[src/rtl/instr_encoder.sv]
// Instruction encoder: accepts decoded field bundles, packs each into a
// 32-bit instruction word and writes it to consecutive memory addresses
// starting at a base address captured when a program load begins.
module instr_encoder #(
    parameter int CNT_W = 8
) (
    input  logic             clk,
    input  logic             reset,
    input  logic             start,
    input  logic [31:0]      base_addr,
    input  logic             in_valid,
    output logic             in_ready,
    input  logic             in_last,
    input  logic [3:0]       Cond,
    input  logic [1:0]       Op,
    input  logic [5:0]       Funct,
    input  logic [3:0]       Rn,
    input  logic [3:0]       Rd,
    input  logic [23:0]      Imm,
    output logic             MemWrite,
    output logic [31:0]      Adr,
    output logic [31:0]      WriteData,
    output logic [CNT_W-1:0] count,
    output logic             done,
    output logic             error,
    output logic [2:0]       state
);

    typedef enum logic [2:0] {
        S_IDLE  = 3'd0,
        S_LOAD  = 3'd1,
        S_WRITE = 3'd2,
        S_DONE  = 3'd3,
        S_ERROR = 3'd4
    } state_t;

    state_t           state_reg, state_next;
    logic [31:0]      adr_reg, adr_next;
    logic [31:0]      wdata_reg, wdata_next;
    logic             last_reg, last_next;
    logic [CNT_W-1:0] count_reg, count_next;

    logic [31:0]      encoded;
    logic             illegal;

    // Pack the incoming fields; branches carry a 24-bit offset in place of registers
    always_comb begin
        if (Op == 2'b10) begin
            encoded = {Cond, Op, Funct[5:4], Imm};
        end else begin
            encoded = {Cond, Op, Funct, Rn, Rd, Imm[11:0]};
        end
    end

    // Flag reserved classes and data-processing opcodes other than ADD/SUB/AND/ORR
    always_comb begin
        illegal = 1'b0;
        if (Op == 2'b11) begin
            illegal = 1'b1;
        end else if (Op == 2'b00) begin
            case (Funct[4:1])
                4'b0100, 4'b0010, 4'b0000, 4'b1100: illegal = 1'b0;
                default:                            illegal = 1'b1;
            endcase
        end
    end

    // State and datapath registers; reset clears everything so no write can survive it
    always_ff @(posedge clk or negedge reset) begin
        if (!reset) begin
            state_reg <= S_IDLE;
            adr_reg   <= '0;
            wdata_reg <= '0;
            last_reg  <= 1'b0;
            count_reg <= '0;
        end else begin
            state_reg <= state_next;
            adr_reg   <= adr_next;
            wdata_reg <= wdata_next;
            last_reg  <= last_next;
            count_reg <= count_next;
        end
    end

    // Next-state and datapath update logic
    always_comb begin
        state_next = state_reg;
        adr_next   = adr_reg;
        wdata_next = wdata_reg;
        last_next  = last_reg;
        count_next = count_reg;
        case (state_reg)
            S_IDLE, S_ERROR: begin
                // A new load restarts addressing and counting; leaving ERROR clears the flag
                if (start) begin
                    state_next = S_LOAD;
                    adr_next   = base_addr;
                    count_next = '0;
                end
            end
            S_LOAD: begin
                if (in_valid) begin
                    if (illegal) begin
                        state_next = S_ERROR;
                    end else begin
                        state_next = S_WRITE;
                        wdata_next = encoded;
                        last_next  = in_last;
                    end
                end
            end
            S_WRITE: begin
                // Address and count advance as the write completes; both wrap naturally
                adr_next   = adr_reg + 32'd4;
                count_next = count_reg + 1'b1;
                state_next = last_reg ? S_DONE : S_LOAD;
            end
            S_DONE: begin
                state_next = S_IDLE;
            end
            default: begin
                state_next = S_IDLE;
            end
        endcase
    end

    // Moore outputs decoded from the current state
    always_comb begin
        in_ready  = (state_reg == S_LOAD);
        MemWrite  = (state_reg == S_WRITE);
        done      = (state_reg == S_DONE);
        error     = (state_reg == S_ERROR);
        Adr       = adr_reg;
        WriteData = wdata_reg;
        count     = count_reg;
        state     = state_reg;
    end

endmodule

[config.mk]
export PLATFORM = sky130hd
export DESIGN_NAME = instr_encoder
export DESIGN_NICKNAME = d
export VERILOG_FILES = /design/src/rtl/instr_encoder.sv
export SDC_FILE = /design/constraint.sdc
export NUM_CORES = 1
export LEC_CHECK = 0
export BUFFER_PORTS_ARGS = -buffer_cell sky130_fd_sc_hd__clkbuf_2
export CAP_MARGIN = 30
export CORE_AREA = 2 2 88 107
export CTS_CLUSTER_DIAMETER = 120
export CTS_CLUSTER_SIZE = 28
export DETAILED_ROUTE_END_ITERATION = 8
export DIE_AREA = 0 0 90 109
export PLACE_DENSITY = 0.81
export REMOVE_ABC_BUFFERS = 1
export SYNTH_ARGS = -nofsm -noshare
export SYNTH_HDL_FRONTEND = slang
export SYNTH_SLANG_ARGS = --single-unit
[constraint.sdc]
create_clock -name clk -period 3.7 [get_ports clk]
set_clock_uncertainty 0.2 [all_clocks]
set_input_delay 0.37 -clock clk [delete_from_list [all_inputs] [get_ports clk]]
set_output_delay 0.37 -clock clk [all_outputs]
set_load 0.02 [all_outputs]
==> results by group <==
Outcome
  – Run status: complete, no violations

Die
  – Die area: ~0.01 mm²
  – Starting Density: between 40% and 50%
  – Ports: 160
  – Row cnt: 38
  – Die Ht: 109 µm
  – Core area: 0.00884 mm²
  – Die W: 90 µm

Timing
  – Final Cycle Share: ~67%
  – Fmax: between 400 and 500 MHz
  – Tmin final: 2.49 ns
  – Setup TNS: 0 ns
  – Final Max Tran Viols: 0
  – Final Hold Vio Count: 0
  – Setup violators final: 0
  – Worst relative slew slack: between 30% and 40%
  – RSZ-0062 raised after global routing: false
  – Worst Tran Pin Value: about 0.97 ns

Yosys
  – EDFF count, synth: 0
  – Post-synth top cells: dfrtp_1 (76), nand2_1 (58), o21ai_0 (34)
  – Top post-synthesis cells by area: dfrtp_1 (49%), nand2_1 (5.7%), mux2_2 (5.3%)
  – Seq cells post-synth: 76
  – Count leader, synth: dfrtp_1
  – Synthesized area: ~0.0038 mm²
  – Sequential-to-total area share from yosys stat: about half
  – Yosys cell types: 52
  – Synth area leader: dfrtp_1
  – Asr flop ratio synth: between 90% and 100%
  – Syn Area/Cell: just over 10 µm²
  – Post-Syn Instances: roughly 380
  – YS warnings: 0
  – Top_reg_cell synth: dfrtp_1
  – Synth top area share: 49.4%

Clocking
  – Clock-pin transition on the worst setup and hold timing paths: about 0.080 ns
  – Clock root buffer: clkbuf_8
  – Clock insertion delay at the later pin of the skew report: around 0.35 ns
  – Post-CTS Setup Repair Bufs: 0
  – Total CTS buffers: 9
  – CTS tree: done
  – Clock Sinks: 76
  – Clock buffer depth: 2
  – # H-tree levels: 3

Routing
  – Starting DRT DRC Count: roughly 160
  – Routed Antenna Nets: 0
  – Drt first pass iters: 5
  – WL/cell: between 15 and 20 µm
  – Remaining DRCs: 0
  – WL final: roughly 11,000 µm
  – Via total after detailed routing: 3,650
  – Vias/cell: ~5.5

Power and ir drop
  – Switching Share: between 40 and 50%
  – Peak VDD IR: ~0.00027 V
  – Internal Power: between 0.002 and 0.0025 W
  – Pwr dens: about 830 mW/mm²
  – Combinational power share: 43.3%
  – Sequential share of power: approximately 38%
  – Clock Power Share: 19.0%
  – Pleak: about 2.5 nW
  – P_sw: 0.00183 W

Run
  – Max cap viols: 0

GRT
  – Largest net degree at the start of global routing: between 70 and 80
  – Vias in the first global route: 3,489
  – GRT Util Overall: 21.8%
  – First-pass GRT wire length: 17,100 µm
  – Overflow after GRT: 0
  – Antenna violations before repair: 0

Layout
  – Fillers: between 700 and 800
  – Multi-input gate area: approximately 0.0018 mm²
  – P&R area growth vs syn: 30.9%
  – Share of cells above drive strength 1: a little under two fifths
  – Register area: roughly 0.0019 mm²
  – Final core area utilization: between 50 and 60%
  – Final #Nets: just over 600
  – ANT cells: 0

Place
  – RePlAce Congestion: between 0.8 and 0.9
  – I/O Buffers: about 160
  – Detailed-placement wirelength estimate: approximately 7800 µm

Min path
  – Hold Startpoint: base_addr[1]
  – Worst hold-check path type: primary input to register

Worst setup path
  – CP Cell Sequence: ha_1, nand3_2, nor4_2, a41oi_1, o21ai_0, o311ai_0
  – Crit path from: Adr[2]$_DFFE_PN0P_
  – WS Path Type: register to register
  – Crit path max-delay cell type: nor4_2
  – Slowest stage delay, CP: between 0.8 and 0.9 ns
  – Worst setup SP type: register
  – Worst EP arrival: 2.50 ns
  – CP max FO: 10
  – CP delay by family, top: simple AND/OR/NAND/NOR gates
  – Crit end category: register
  – Required time of the critical path: roughly 3.7 ns
  – CP Buf/Inv Count: 0
  – Crit Reg-Reg Startpoint: Adr[2]$_DFFE_PN0P_
==> power by group through the flow <==
| stage | sequential, W | clock (W) | combinational, W |
|---|---|---|---|
| after floorplan | 0.00195 | 0 | 0.000689 |
| after global placement | 0.00155 | 0 | 0.00175 |
| after detailed placement | 0.00158 | 0 | 0.00181 |
| after CTS | 0.00156 | 0.000804 | 0.00182 |
| after global routing | 0.00163 | 0.000848 | 0.00195 |
| final | 0.00157 | 0.000789 | 0.00180 |
==> timing repair <==
action                    4_1_cts  5_1_grt
hold endpoints to repair        4        0
hold buffers                    2        0
gates resized for setup         0        0
==> layout make-up <==
class | instances | area share (%)
Sequential cell | 76 | 37.7
Multi-Input combinational cell | 275 | 35.6
Timing Repair Buffer | 169 | 18.2
Tap cell | 120 | 2.98
Clock buffer | 11 | 2.80
Clock inverter | 5 | 2.13
Inverter | 7 | 0.521
==> worst min-delay path, delay by kind of cell <==
| kind | cells | cell delay, ns |
|---|---|---|
| buffers and inverters | 1 | 0.08 |
| AND/OR/NAND/NOR | 2 | 0.08 |
==> layout by cell type, fill, tap and decap left out, drive strengths merged, types with 7 or more instances in the layout <==
| master | n |
|---|---|
| clkbuf | 169 |
| dfrtp | 76 |
| nand2 | 58 |
| o21ai | 34 |
| nand3 | 23 |
| nor2 | 22 |
| mux2 | 19 |
| nand4 | 17 |
| mux2i | 15 |
| buf | 9 |
| a221o | 8 |
| inv | 8 |
| o311ai | 8 |
| o211ai | 7 |
==> final timing paths <==
path	endpoint	slack (ns)	cells past startpoint
worst max-delay path	Adr[16]$_DFFE_PN0P_	1.21	6
worst min-delay path	Adr[1]$_DFFE_PN0P_	0.02	3
worst max register to register	Adr[16]$_DFFE_PN0P_	1.21	6
worst min register to register	WriteData[15]$_DFFE_PN0P_	0.29	2
max in group asynchronous	Adr[29]$_DFFE_PN0P_	2.43	3
min in group asynchronous	WriteData[23]$_DFFE_PN0P_	0.28	2
==> per-layer routing <==
layer | up-vias | track usage (%) | routed length (µm)
li1 | 1732 | - | -
met1 | 1742 | 27.6 | 4650
met2 | 164 | 36.3 | 5300
met3 | 12 | 6.50 | 784
met4 | 0 | 6.70 | 114
met5 | - | 0 | 0
==> cell families after synthesis <==
kind of cell	count (synthesis)	share of synthesized area, %
flip-flops	76	49.4
XOR/XNOR	1	0.228
multiplexers	34	9.46
buffers and inverters	30	3.96
adder cells (fa/ha/maj)	2	0.650
AND/OR/NAND/NOR	152	21.1
AO/OA/AOI/OAI	86	15.2
==> per-stage QoR <==
step	hold slack, ns	area (µm²)	power [W]	cells	worst slack [ns]
after CTS	0.000454	5010	0.00419	662	1.20
after floorplan	-0.126	3720	0.00264	358	0.692
final	0.0159	5040	0.00416	663	1.21
after global placement	0.262	4720	0.00330	643	1.09
after global routing	0.0170	5040	0.00443	663	1.04
after detailed placement	0.279	4740	0.00339	644	1.24
(Power assumes the default switching activity.)
